===== src/rtl/dbg_pkg.sv =====
// Shared constants, status codes and FSM state type for the debug command engine.
package dbg_pkg;

    localparam logic [3:0] OP_MAGIC = 4'hA;

    localparam logic [7:0] ST_OK    = 8'h00;
    localparam logic [7:0] ST_TOUT  = 8'h01;
    localparam logic [7:0] ST_BADOP = 8'hEE;

    typedef enum logic [2:0] {
        StIdle,
        StLen,
        StAddr,
        StWdata,
        StXfer,
        StRtx,
        StStatus,
        StErr
    } dbg_state_e;

    // Valid opcodes are 0xA0..0xA3: magic nibble, bits [3:2] clear.
    function automatic logic op_valid(input logic [7:0] op);
        return (op[7:4] == OP_MAGIC) && (op[3:2] == 2'b00);
    endfunction

endpackage


===== src/rtl/dbg_apb_xfer.sv =====
// Single APB access with optional bus timeout. The access is active for as long as
// start is held; done pulses in the completing cycle (pready or timeout).
module dbg_apb_xfer #(
    parameter int unsigned ADDR_W      = 32,
    parameter int unsigned DATA_W      = 32,
    parameter int unsigned TIMEOUT_CYC = 1024
) (
    input  logic              clk,
    input  logic              rst_n,
    input  logic              start,
    input  logic              write,
    input  logic [ADDR_W-1:0] addr,
    input  logic [DATA_W-1:0] wdata,
    input  logic              pready,
    input  logic [DATA_W-1:0] prdata,
    output logic              done,
    output logic              timeout,
    output logic [DATA_W-1:0] rdata,
    output logic              penable,
    output logic              pwrite,
    output logic [ADDR_W-1:0] paddr,
    output logic [DATA_W-1:0] pwdata
);

    localparam int unsigned CNT_W = (TIMEOUT_CYC < 2) ? 1 : $clog2(TIMEOUT_CYC + 1);

    logic [CNT_W-1:0] cnt_q, cnt_d;
    logic             tmo_hit;

    assign penable = start;
    assign pwrite  = write;
    assign paddr   = addr;
    assign pwdata  = wdata;

    // cnt_q == n means penable has already been high for n cycles of this access
    assign tmo_hit = (TIMEOUT_CYC != 0) && (cnt_q == CNT_W'(TIMEOUT_CYC - 1));
    assign done    = penable && (pready || tmo_hit);
    assign timeout = penable && !pready && tmo_hit;
    assign rdata   = timeout ? '0 : prdata;

    // Count active cycles; restart after every completed or idle cycle.
    always_comb begin
        cnt_d = '0;
        if (penable && !done) begin
            cnt_d = cnt_q + CNT_W'(1);
        end
    end

    // Timeout counter register.
    always_ff @(posedge clk or negedge rst_n) begin
        if (!rst_n) begin
            cnt_q <= '0;
        end else begin
            cnt_q <= cnt_d;
        end
    end

endmodule


===== src/rtl/dbg_cmd_burst.sv =====
// Byte-stream debug command engine: parses OP/LEN/ADDR/WDATA from the RX FIFO, runs
// single or burst APB accesses and returns read data plus a status byte on the TX FIFO.
module dbg_cmd_burst
    import dbg_pkg::*;
#(
    parameter int unsigned ADDR_W      = 32,
    parameter int unsigned DATA_W      = 32,
    parameter int unsigned TIMEOUT_CYC = 1024
) (
    input  logic              i_clk,
    input  logic              i_rst_n,
    input  logic              i_fifo_empty,
    output logic              o_fifo_read,
    input  logic [7:0]        i_fifo_rdata,
    input  logic              i_fifo_full,
    output logic              o_fifo_write,
    output logic [7:0]        o_fifo_wdata,
    output logic              o_penable,
    output logic              o_pwrite,
    output logic [ADDR_W-1:0] o_paddr,
    output logic [DATA_W-1:0] o_pwdata,
    input  logic              i_pready,
    input  logic [DATA_W-1:0] i_prdata,
    output logic              o_busy
);

    localparam int unsigned ABYTES = ADDR_W / 8;
    localparam int unsigned DBYTES = DATA_W / 8;

    dbg_state_e        state_q, state_d;
    logic              write_q, write_d;
    logic              incr_q, incr_d;
    logic              tout_q, tout_d;
    logic [7:0]        len_q, len_d;
    logic [7:0]        beat_q, beat_d;
    logic [3:0]        bcnt_q, bcnt_d;
    logic [ADDR_W-1:0] addr_q, addr_d;
    logic [DATA_W-1:0] wdata_q, wdata_d;
    logic [DATA_W-1:0] rdata_q, rdata_d;
    logic              beat_end;

    logic              xfer_start, xfer_done, xfer_tout;
    logic [DATA_W-1:0] xfer_rdata;

    // Once a burst has timed out, remaining beats bypass the bus entirely.
    assign xfer_start = (state_q == StXfer) && !tout_q;
    assign o_busy     = (state_q != StIdle);

    dbg_apb_xfer #(
        .ADDR_W      (ADDR_W),
        .DATA_W      (DATA_W),
        .TIMEOUT_CYC (TIMEOUT_CYC)
    ) u_xfer (
        .clk     (i_clk),
        .rst_n   (i_rst_n),
        .start   (xfer_start),
        .write   (write_q),
        .addr    (addr_q),
        .wdata   (wdata_q),
        .pready  (i_pready),
        .prdata  (i_prdata),
        .done    (xfer_done),
        .timeout (xfer_tout),
        .rdata   (xfer_rdata),
        .penable (o_penable),
        .pwrite  (o_pwrite),
        .paddr   (o_paddr),
        .pwdata  (o_pwdata)
    );

    // Command FSM: next state, shift registers, counters and FIFO handshakes.
    always_comb begin
        state_d      = state_q;
        write_d      = write_q;
        incr_d       = incr_q;
        tout_d       = tout_q;
        len_d        = len_q;
        beat_d       = beat_q;
        bcnt_d       = bcnt_q;
        addr_d       = addr_q;
        wdata_d      = wdata_q;
        rdata_d      = rdata_q;
        o_fifo_read  = 1'b0;
        o_fifo_write = 1'b0;
        o_fifo_wdata = 8'h00;
        beat_end     = 1'b0;

        unique case (state_q)
            StIdle: begin
                if (!i_fifo_empty) begin
                    o_fifo_read = 1'b1;
                    if (op_valid(i_fifo_rdata)) begin
                        write_d = i_fifo_rdata[0];
                        incr_d  = i_fifo_rdata[1];
                        state_d = StLen;
                    end else begin
                        state_d = StErr;
                    end
                end
            end
            StErr: begin
                if (!i_fifo_full) begin
                    o_fifo_write = 1'b1;
                    o_fifo_wdata = ST_BADOP;
                    state_d      = StIdle;
                end
            end
            StLen: begin
                if (!i_fifo_empty) begin
                    o_fifo_read = 1'b1;
                    len_d       = i_fifo_rdata;
                    beat_d      = '0;
                    bcnt_d      = '0;
                    state_d     = StAddr;
                end
            end
            StAddr: begin
                if (!i_fifo_empty) begin
                    o_fifo_read = 1'b1;
                    addr_d      = (addr_q << 8) | ADDR_W'(i_fifo_rdata);
                    if (bcnt_q == 4'(ABYTES - 1)) begin
                        bcnt_d  = '0;
                        state_d = write_q ? StWdata : StXfer;
                    end else begin
                        bcnt_d  = bcnt_q + 4'd1;
                    end
                end
            end
            StWdata: begin
                if (!i_fifo_empty) begin
                    o_fifo_read = 1'b1;
                    wdata_d     = (wdata_q << 8) | DATA_W'(i_fifo_rdata);
                    if (bcnt_q == 4'(DBYTES - 1)) begin
                        bcnt_d  = '0;
                        state_d = StXfer;
                    end else begin
                        bcnt_d  = bcnt_q + 4'd1;
                    end
                end
            end
            StXfer: begin
                if (tout_q || xfer_done) begin
                    if (xfer_tout) begin
                        tout_d = 1'b1;
                    end
                    if (write_q) begin
                        beat_end = 1'b1;
                    end else begin
                        rdata_d = tout_q ? '0 : xfer_rdata;
                        bcnt_d  = '0;
                        state_d = StRtx;
                    end
                end
            end
            StRtx: begin
                if (!i_fifo_full) begin
                    o_fifo_write = 1'b1;
                    o_fifo_wdata = rdata_q[DATA_W-1 -: 8];
                    rdata_d      = rdata_q << 8;
                    if (bcnt_q == 4'(DBYTES - 1)) begin
                        beat_end = 1'b1;
                    end else begin
                        bcnt_d   = bcnt_q + 4'd1;
                    end
                end
            end
            StStatus: begin
                if (!i_fifo_full) begin
                    o_fifo_write = 1'b1;
                    o_fifo_wdata = tout_q ? ST_TOUT : ST_OK;
                    tout_d       = 1'b0;
                    state_d      = StIdle;
                end
            end
            default: state_d = StIdle;
        endcase

        // Advance to the next beat or finish the burst.
        if (beat_end) begin
            bcnt_d = '0;
            if (beat_q == len_q) begin
                state_d = StStatus;
            end else begin
                beat_d  = beat_q + 8'd1;
                addr_d  = addr_q + (incr_q ? ADDR_W'(DBYTES) : '0);
                state_d = write_q ? StWdata : StXfer;
            end
        end
    end

    // State and datapath registers; reset drops any partial command.
    always_ff @(posedge i_clk or negedge i_rst_n) begin
        if (!i_rst_n) begin
            state_q <= StIdle;
            write_q <= 1'b0;
            incr_q  <= 1'b0;
            tout_q  <= 1'b0;
            len_q   <= '0;
            beat_q  <= '0;
            bcnt_q  <= '0;
            addr_q  <= '0;
            wdata_q <= '0;
            rdata_q <= '0;
        end else begin
            state_q <= state_d;
            write_q <= write_d;
            incr_q  <= incr_d;
            tout_q  <= tout_d;
            len_q   <= len_d;
            beat_q  <= beat_d;
            bcnt_q  <= bcnt_d;
            addr_q  <= addr_d;
            wdata_q <= wdata_d;
            rdata_q <= rdata_d;
        end
    end

endmodule


===== config.mk =====
export PLATFORM = sky130hd
export DESIGN_NAME = dbg_cmd_burst
export DESIGN_NICKNAME = d
export VERILOG_FILES = /design/src/rtl/dbg_pkg.sv /design/src/rtl/dbg_apb_xfer.sv /design/src/rtl/dbg_cmd_burst.sv
export SDC_FILE = /design/constraint.sdc
export NUM_CORES = 1
export LEC_CHECK = 0
export BUFFER_PORTS_ARGS = -buffer_cell sky130_fd_sc_hd__buf_2
export CORE_MARGIN = 2
export CORE_UTILIZATION = 35
export CTS_CLUSTER_SIZE = 12
export DETAILED_ROUTE_END_ITERATION = 12
export PLACE_DENSITY = 0.52
export SETUP_SLACK_MARGIN = 0.05
export SLEW_MARGIN = 25
export SYNTH_ARGS = -nofsm -noshare
export SYNTH_HDL_FRONTEND = slang
export SYNTH_HIERARCHICAL = 1
export SYNTH_SLANG_ARGS = --single-unit

===== constraint.sdc =====
create_clock -name i_clk -period 4.74 [get_ports i_clk]
set_input_delay 0.474 -clock i_clk [delete_from_list [all_inputs] [get_ports i_clk]]
set_output_delay 0.474 -clock i_clk [all_outputs]
set_load 0.01 [all_outputs]

==> results_dict.tcl, run 1 <==
set metrics [dict create \
    grt_overflow 0 \
    critPathArrivalTime_ns 3.55 \
    endpoint_kind "flop" \
    rows 54 \
    fill_cells 2235 \
    die-area_sq_mm 0.0230 \
    combPwrFrac_pct 33.0 \
    whs_ns 0.106 \
    final_layout_size_suffix_gt1_share_pct 26.9 \
    drt_first_pass_iters 7 \
    grt_max_degree 93 \
    antenna_cells 0 \
    tightest_slew_ns 0.953 \
    setup_viol 0 \
    portBuffers 121 \
    numClockSinks 133 \
    syn_inst 826 \
    ctsResizeCount 0 \
    ant_nets 0 \
    cap_violations 0 \
    seq_area_sq_mm 0.00333 \
    ir_drop_v 0.000231 \
    ys.flop_type "dfrtp_1" \
    die_w_um 152 \
    finalHoldViolations 0 \
    place_ws_ns 1.55 \
    ys_ff_latch 133 \
    crit_type "flop to flop" \
    path_cells "nand2b_1 > nor3_1 > o21a_1 > o21bai_1 > o32ai_4 > o21ai_2 > buf_4 > nor2_1 > a221oi_1" \
    hold_path_class "primary input to async pin" \
    cts_root_buffer "clkbuf_16" \
    status "complete, no violations" \
    drv_slew 0 \
    drc 0 \
    clk_latency_ns 0.42 \
    drt_iter0_markers 263 \
    ys_seq_area_share_pct 43.6 \
    p_leak_nw 3.77 \
    antenna_found_initial 1 \
    design.core.area_sq_mm 0.0216 \
    ctsHoldBuffers 0 \
    syn_to_final_growth_pct 12.0 \
    clk_transition_reported_paths_ns 0.07 \
    seqPwrFrac_pct 40.4 \
    vias 5946 \
    rsz0062_at_grt "no" \
    gp_congestion 0.759 \
    slew_headroom_pct 36.2 \
    grt_usage_pct 16.4 \
    multi_input_area_sq_mm 0.00356 \
    netlist_area_sq_mm 0.00763 \
    setup_slack_ns 1.51 \
    cpPeakStageDelay_ns 0.78 \
    syn_nets 876 \
    p_per_area_mw_per_mm2 588 \
    cts_buffer_depth 2 \
    finalNetCount 909 \
    synth_warnings 6 \
    p_clk_share_pct 26.6 \
    grt_pass1_vias 5601 \
    critical_path_peak_fanout 29 \
    ys_async_sr_fraction_pct 100 \
    synth-edff-count 0 \
    avgSynthCellArea_sq_um 9.24 \
    die_h_um 152 \
    max_freq_mhz 310 \
    power.switching_mw 1.94 \
    cts-buffers-inserted 17 \
    postCtsSetupRepairBufs 0 \
    grt_pass1_wl_um 29600 \
    critPathBufInv 1 \
    period_minus_slack_ns 3.23 \
    hpwl_um 12600 \
    avgRoutedWirePerCell_um 16.1 \
    period_share_pct 68.0 \
    yosysUniqueCellTypes 66 \
    critPathRequiredTime_ns 5.06 \
    worst_setup_path_start_kind "flop" \
    critPathTopFamily "compound AO/OA/AOI/OAI gates" \
    cts_tree "yes" \
    switching_share_pct 38.6 \
    wirelength_um 18600 \
    h-tree-depth 4 \
    fin_skew_ns 0.0124 \
    viasPerCell 5.16 \
    p_int_mw 3.09 \
    cp_slowest_cell "dfrtp_1" \
    setup_tns_ns 0 \
    start_util_pct 35.3 \
    num_io_pins 122 \
]
==> flip-flops by register name (all words and copies together) (netlist names) <==
register      count
addr_q           32
rdata_q          32
wdata_q          32
u_xfer/cnt_q     11
beat_q            8
len_q             8
bcnt_q            4
state_q           3
incr_q            1
tout_q            1
write_q           1
==> cell type report <==
type                            instances  area share (%)
Clock buffer                           17            4.98
Clock inverter                         15            1.98
Inverter                               11           0.483
Multi-Input combinational cell        566            41.6
Sequential cell                       133            38.9
Tap cell                              280            4.10
Timing Repair Buffer                  130            7.95
==> placed cells by master, fill, tap and decap left out, drive strengths merged, types with 4 or more instances in the layout <==
| cell type | Yosys | final |
|---|---|---|
| dfrtp | 133 | 133 |
| buf | 76 | 130 |
| nand2 | 101 | 101 |
| nor2 | 57 | 57 |
| a21oi | 48 | 48 |
| o21ai | 43 | 43 |
| mux2 | 37 | 37 |
| nor3 | 36 | 36 |
| nor2b | 36 | 36 |
| nor3b | 25 | 25 |
| nand3 | 25 | 25 |
| inv | 11 | 18 |
| clkbuf | 40 | 17 |
| nand4 | 16 | 16 |
| mux2i | 10 | 10 |
| nand2b | 9 | 9 |
| xnor2 | 9 | 9 |
| a311oi | 8 | 8 |
| a211oi | 8 | 8 |
| or3 | 7 | 7 |
| o22ai | 6 | 6 |
| a31oi | 6 | 6 |
| o32ai | 6 | 6 |
| and3 | 5 | 5 |
| and2 | 5 | 5 |
| a31o | 5 | 5 |
| ha | 5 | 5 |
| or2 | 5 | 5 |
| o31ai | 4 | 4 |
==> final timing paths <==
check / start / end / slack, ns / cells past startpoint
min in group i_clk: i_fifo_rdata[4] / len_q[4] / 0.33 / 3
max in group asynchronous: i_rst_n / rdata_q[21] / 3.47 / 2
worst min register to register: rdata_q[21] / rdata_q[21] / 0.48 / 2
worst min-delay path: i_rst_n / addr_q[23] / 0.11 / 1
worst max register to register: state_q[1] / addr_q[20] / 1.51 / 9
worst max-delay path: state_q[1] / addr_q[20] / 1.51 / 9
==> per-stage QoR <==
step,power (mW),util (%),instance area [sq um],cells
floorplan,3.41,-,7630,826
global placement,3.71,36.8,7950,1120
detailed placement,3.74,36.8,7960,1120
CTS,5.10,39.5,8550,1152
global route,5.44,39.5,8550,1152
finish,5.03,39.5,8550,1152
==> Yosys cell counts (all sizes together), types with 2 or more instances <==
cell	number	share of area (%)
buf	76	7.6
nor3	36	2.4
o21a	3	0.30
mux2i	10	1.3
clkbuf	40	2.0
o22ai	6	0.49
xnor2	9	1.0
a21o	2	0.20
o21ai	43	2.9
a31o	5	0.57
xor2	2	0.23
nand2b	9	0.74
nand3b	3	0.30
a22o	3	0.34
and3	5	0.41
nor4	3	0.33
a211oi	8	0.98
o32ai	6	0.93
ha	5	0.82
o211ai	3	0.30
o31ai	4	0.46
o221a	2	0.30
or3	7	0.57
nor3b	25	2.5
a21oi	48	3.1
or4	2	0.20
and2	5	0.41
nand4	16	1.5
nor2b	36	3.2
a31oi	6	0.49
nor2	57	2.8
dfrtp	133	44
or2	5	0.41
nand3	25	1.7
and4	3	0.34
inv	11	0.54
a311oi	8	0.92
nand2	101	5.0
a41oi	2	0.23
a221oi	2	0.23
mux2	37	5.5
==> per-layer routing <==
layer	global-route usage, %	vias to the layer above	part of all wire [%]
met5	0	-	0.070
met4	4.72	2	1.1
met3	3.71	15	4.8
met2	26.8	131	48
met1	21.9	2878	46
li1	-	2920	-
==> worst register-to-register path, stage by stage, from the launching register on <==
cell,delay [ns]
dfrtp_1,0.78
nand2b_1,0.31
nor3_1,0.11
o21a_1,0.16
o21bai_1,0.34
o32ai_4,0.22
o21ai_2,0.32
buf_4,0.43
nor2_1,0.16
a221oi_1,0.31
==> power groups by stage <==
stage / clock network (mW) / registers (mW) / logic (mW)
2_1_floorplan: 0 / 1.84 / 1.58
3_3_place_gp: 0 / 2.05 / 1.67
3_5_place_dp: 0 / 2.05 / 1.68
4_1_cts: 1.37 / 2.03 / 1.69
5_1_grt: 1.43 / 2.11 / 1.90
6_report: 1.34 / 2.03 / 1.66
==> kinds of logic (layout without fill, tap and decap cells) <==
| group | Yosys count | after routing | synth area share (%) |
|---|---|---|---|
| AOI/OAI and AO/OA | 160 | 160 | 13.8 |
| xor gates and xnor gates | 11 | 11 | 1.26 |
| adders and majority gates | 6 | 6 | 0.951 |
| buffers and inverters | 127 | 173 | 10.1 |
| DFF | 133 | 133 | 43.6 |
| muxes | 47 | 47 | 6.77 |
| and+or+nand+nor | 342 | 342 | 23.5 |
Note: power is estimated with default switching activity, not from simulation.
==> inputs of run 2 (changes only) <==
- PLACE_DENSITY: 0.52 -> 0.54
- clock period: 4.74 -> 2.7 ns (I/O delays scaled with it)
==> run 2 against run 1 <==
  * Combinational power up 88%
  * Register-to-register slack worse by 1.2 ns
  * Setup slack worse by 1.2 ns
  * Hold slack better by 0.022 ns
  * Final cell count up 1.6%
  * Clock power up 75%
  * Clock skew up 0.0027 ns
  * Non-clock buffer count up 19
  * Critical endpoint is now bcnt_q[3]
  * Largest cell class unchanged
==> results_dict.tcl, run 2 (synthesis results as in run 1) <==
set metrics [dict create \
    critical_path_peak_fanout 6 \
    rsz0062_at_grt "no" \
    path_cells "ha_2 > nand4_4 > nor3_1 > o21a_1 > o21bai_2 > a211o_1 > a211oi_1 > buf_4 > a41oi_1 > a31oi_1" \
    syn_to_final_growth_pct 14.4 \
    switching_share_pct 37.7 \
    critPathTopFamily "compound AO/OA/AOI/OAI gates" \
    p_clk_share_pct 26.3 \
    final_layout_size_suffix_gt1_share_pct 28.1 \
    drv_slew 0 \
    final_cell_mix "dfrtp_1 (133), buf_2 (120), nand2_1 (101)" \
    critPathBufInv 1 \
    design.core.area_sq_mm 0.0216 \
    power.switching_mw 3.37 \
    cp_slowest_cell "dfrtp_1" \
    fin_skew_ns 0.0151 \
    die_h_um 152 \
    gp_congestion 0.778 \
    numClockSinks 133 \
    grt_pass1_vias 5616 \
    setup_tns_ns 0 \
    cpPeakStageDelay_ns 0.39 \
    cts_tree "yes" \
    stdcell_area_sq_mm 0.00873 \
    p_total_mw 8.92 \
    grt_usage_pct 16.3 \
    antenna_found_initial 1 \
    hpwl_um 12800 \
    cts_buffer_depth 2 \
    cap_violations 0 \
    avgRoutedWirePerCell_um 15.8 \
    drc 0 \
    endpoint_kind "flop" \
    p_leak_nw 3.87 \
    reg_top3 "addr_q: 32 flops, rdata_q: 32 flops, wdata_q: 32 flops" \
    wirelength_met1_um 8600 \
    die_w_um 152 \
    drt_iter0_markers 325 \
    clk_latency_ns 0.42 \
    status "complete, no violations" \
    ir_drop_v 0.000381 \
    hold_path_class "primary input to flop" \
    drt_first_pass_iters 4 \
    critPathRequiredTime_ns 3.04 \
    die-area_sq_mm 0.0230 \
    postPlaceCellArea_sq_mm 0.00812 \
    finalNetCount 928 \
    met2_length_um 8760 \
    portBuffers 121 \
    grt_overflow 0 \
    max_freq_mhz 417 \
    period_minus_slack_ns 2.40 \
    layout_commonest_cell "dfrtp_1" \
    num_io_pins 122 \
    postCtsSetupRepairBufs 0 \
    finalHoldViolations 0 \
    wirelength_um 18500 \
    grt_pass1_wl_um 29500 \
    start_util_pct 35.3 \
    vias 5955 \
    period_share_pct 88.7 \
    critPathArrivalTime_ns 2.73 \
    clk_transition_reported_paths_ns 0.06 \
    rows 54 \
    seqPwrFrac_pct 38.8 \
    h-tree-depth 4 \
    viasPerCell 5.09 \
    cts-buffers-inserted 17 \
    worst_setup_path_start_kind "flop" \
    topRoutingLayerUsed "met5" \
    routed-wl-met3_um 924 \
    ant_nets 0 \
    p_per_area_mw_per_mm2 1020 \
    r2r_setup_slack_ns 0.30 \
    setup_viol 0 \
    p_int_mw 5.55 \
    crit_type "flop to flop" \
    combPwrFrac_pct 34.9 \
    slew_headroom_pct 47.7 \
    grt_max_degree 56 \
    cts_root_buffer "clkbuf_16" \
    tightest_slew_ns 0.780 \
    whs_ns 0.128 \
]
-- run 2: changes by cell type in the layout (fill, tap and decap cells not counted), moves of 2 or more --
cell and delta:
nor3_1 +2, buf_12 +4, nor3_2 -2, inv_6 -5, clkbuf_1 +2, buf_4 +14
-- run 2: cell type report --
type / count / area, sq um
Clock buffer: 19 / 433
Clock inverter: 12 / 156
Inverter: 11 / 41.3
Tap cell: 280 / 350
Antenna cell: 1 / 2.50
Sequential cell: 133 / 3330
Fill cell: 2192 / 12900
Multi-Input combinational cell: 566 / 3550
Timing Repair Buffer: 149 / 875
-- run 2: timing repair --
action                                  in CTS  in global routing
hold buffers                                 1                  0
hold endpoints to repair                    53                  0
endpoints found under the setup margin       0                 19
gates resized for setup                      0                  3
-- run 2: worst min-delay path, cell delays in order --
cell     delay (ns)
buf_2          0.13
nand2_1        0.06
nand2_1        0.04
-- run 2: power by group through the flow --
stage | Clock (mW) | Combinational, mW | Sequential, mW
3_5_place_dp | 0 | 3.16 | 3.48
6_report | 2.35 | 3.12 | 3.46
5_1_grt | 2.49 | 3.51 | 3.57
2_1_floorplan | 0 | 2.77 | 3.22
4_1_cts | 2.41 | 3.17 | 3.45
3_3_place_gp | 0 | 3.12 | 3.48
-- run 2: final timing paths --
kind	start	to	cells past startpoint
setup / recovery	u_xfer/cnt_q[0]	bcnt_q[3]	10
hold / removal	i_fifo_rdata[5]	len_q[5]	3
setup reg to reg	u_xfer/cnt_q[0]	bcnt_q[3]	10
hold reg to reg	rdata_q[23]	rdata_q[23]	2
max in group asynchronous	i_rst_n	rdata_q[17]	3
min in group asynchronous	i_rst_n	addr_q[24]	2
-- run 2: stage by stage --
stage / util [%] / instances / setup slack, ns
floorplan: - / 826 / 0.187
global placement: 37.6 / 1138 / 0.256
detailed placement: 37.6 / 1138 / 0.193
CTS: 40.3 / 1170 / 0.195
global route: 40.4 / 1170 / 0.0663
finish: 40.4 / 1171 / 0.304
-- run 2: layer usage --
metal / vias up / global-route usage [%]
li1: 2956 / -
met1: 2862 / 22.1
met2: 119 / 25.8
met3: 16 / 4.19
met4: 2 / 4.86
met5: - / 0
==> inputs of run 3 (changes only) <==
- MAX_ROUTING_LAYER: unset -> met4
==> run 3 against run 2 <==
  * Final cell count about the same
  * Register-to-register slack is essentially flat
  * Total power about the same
  * Combinational power barely moved
  * Critical endpoint unchanged
  * First-iteration DRC count fell by 5.5%
  * Critical path depth did not move
  * Sequential power is essentially flat
  * Clock skew rose by 0.0032 ns
  * Routed wire length down 0.26%
==> results_dict.tcl, run 3 (synthesis results as in run 1) <==
set metrics [dict create \
    wirelength_um 18400 \
    reg_top3 "addr_q: 32 flops, rdata_q: 32 flops, wdata_q: 32 flops" \
    cts_tree "yes" \
    topRoutingLayerUsed "met4" \
    slew_headroom_pct 49.9 \
    final_layout_size_suffix_gt1_share_pct 28.1 \
    die-area_sq_mm 0.0230 \
    hold_path_class "primary input to flop" \
    clk_transition_reported_paths_ns 0.06 \
    critPathTopFamily "compound AO/OA/AOI/OAI gates" \
    grt_overflow 0 \
    cap_violations 0 \
    endpoint_kind "flop" \
    tightest_slew_ns 0.746 \
    finalHoldViolations 0 \
    drt_iter0_markers 307 \
    drc 0 \
    num_io_pins 122 \
    critPathRequiredTime_ns 3.04 \
    p_total_mw 8.92 \
    critPathBufInv 1 \
    final_core_utilization_pct 40.4 \
    cts_buffer_depth 2 \
    start_util_pct 35.3 \
    path_cells "ha_2 > nand4_4 > nor3_1 > o21a_1 > o21bai_2 > a211o_1 > a211oi_1 > buf_4 > a41oi_1 > a31oi_1" \
    routed-wl-met3_um 952 \
    period_share_pct 88.7 \
    viasPerCell 5.11 \
    grt_pass1_vias 5611 \
    cts_root_buffer "clkbuf_16" \
    setup_viol 0 \
    critical_path_peak_fanout 6 \
    antenna_found_initial 1 \
    design.core.area_sq_mm 0.0216 \
    crit_type "flop to flop" \
    worst_setup_path_start_kind "flop" \
    met2_length_um 8740 \
    die_w_um 152 \
    drt_first_pass_iters 7 \
    avgRoutedWirePerCell_um 15.7 \
    drv_slew 0 \
    vias 5987 \
    layout_commonest_cell "dfrtp_1" \
    ir_drop_v 0.000385 \
    final_cell_mix "dfrtp_1 (133), buf_2 (120), nand2_1 (101)" \
    status "complete, no violations" \
    cpPeakStageDelay_ns 0.39 \
    postPlaceCellArea_sq_mm 0.00812 \
    ant_nets 0 \
    gp_congestion 0.788 \
    clk_latency_ns 0.43 \
    rsz0062_at_grt "no" \
    place_ws_ns 0.193 \
    hpwl_um 12800 \
    syn_to_final_growth_pct 14.4 \
    grt_pass1_wl_um 29500 \
    period_minus_slack_ns 2.40 \
    cts-buffers-inserted 17 \
    portBuffers 121 \
    fin_skew_ns 0.0183 \
    numClockSinks 133 \
    p_leak_nw 3.87 \
    setup_slack_ns 0.304 \
    stdcell_area_sq_mm 0.00874 \
    grt_usage_pct 16.9 \
    critPathArrivalTime_ns 2.74 \
    die_h_um 152 \
    cp_slowest_cell "dfrtp_1" \
    max_freq_mhz 417 \
    setup_tns_ns 0 \
    p_per_area_mw_per_mm2 1020 \
    grt_max_degree 56 \
    h-tree-depth 4 \
    rows 54 \
    finalNetCount 928 \
    wirelength_met1_um 8570 \
]
run 3: cell count changes in the layout (fill, tap and decap cells not counted):
cell and change:
diode_2 +1
run 3: path summary, 6_finish.rpt:
path / startpoint / to / slack [ns] / cells after the start
worst min register to register: rdata_q[24] / rdata_q[24] / 0.48 / 2
worst max-delay path: u_xfer/cnt_q[0] / bcnt_q[3] / 0.30 / 10
max in group asynchronous: i_rst_n / rdata_q[16] / 1.65 / 3
worst max register to register: u_xfer/cnt_q[0] / bcnt_q[3] / 0.30 / 10
worst min-delay path: i_fifo_rdata[5] / len_q[5] / 0.12 / 3
min in group asynchronous: i_rst_n / addr_q[24] / 0.37 / 2
run 3: timing repair:
item                                   CTS  global route
endpoints found under the hold margin   53             0
setup buffers                            0             0
gates resized for setup                  0             3
setup endpoints to repair                0            19
hold buffers                             1             0
run 3: power by group:
part / total, mW / switching [mW] / internal [mW]
clock network: 2.35 / 0.904 / 1.45
registers: 3.45 / 0.720 / 2.73
logic: 3.12 / 1.74 / 1.37
total: 8.92 / 3.37 / 5.55
run 3: metrics by stage:
stage	hold slack, ns	instances
final	0.123	1172
after global routing	0.112	1171
after CTS	0.110	1170
after detailed placement	0.288	1138
after global placement	0.281	1138
after floorplan	-0.0256	826
run 3: worst register-to-register path: stages (launching register included):
cell and delay, ns:
dfrtp_1 0.39, ha_2 0.24, nand4_4 0.11, nor3_1 0.19, o21a_1 0.18, o21bai_2 0.11
a211o_1 0.35, a211oi_1 0.28, buf_4 0.19, a41oi_1 0.12, a31oi_1 0.15
run 3: cell type report:
cell class              instances  area (sq um)
diodes                          2          5.00
fillers                      2192         12900
well taps                     280           350
clock buffers                  19           433
multi-input cells             566          3550
repair buffers                149           875
inverters                      11          41.3
clock inverters                12           156
flip-flops and latches        133          3330
run 3: routing by layer:
| layer | vias up | track usage [%] |
|---|---|---|
| met2 | 134 | 25.8 |
| met3 | 13 | 4.28 |
| met4 | 0 | 4.86 |
| li1 | 2953 | - |
| met1 | 2887 | 22.3 |
| met5 | - | - |
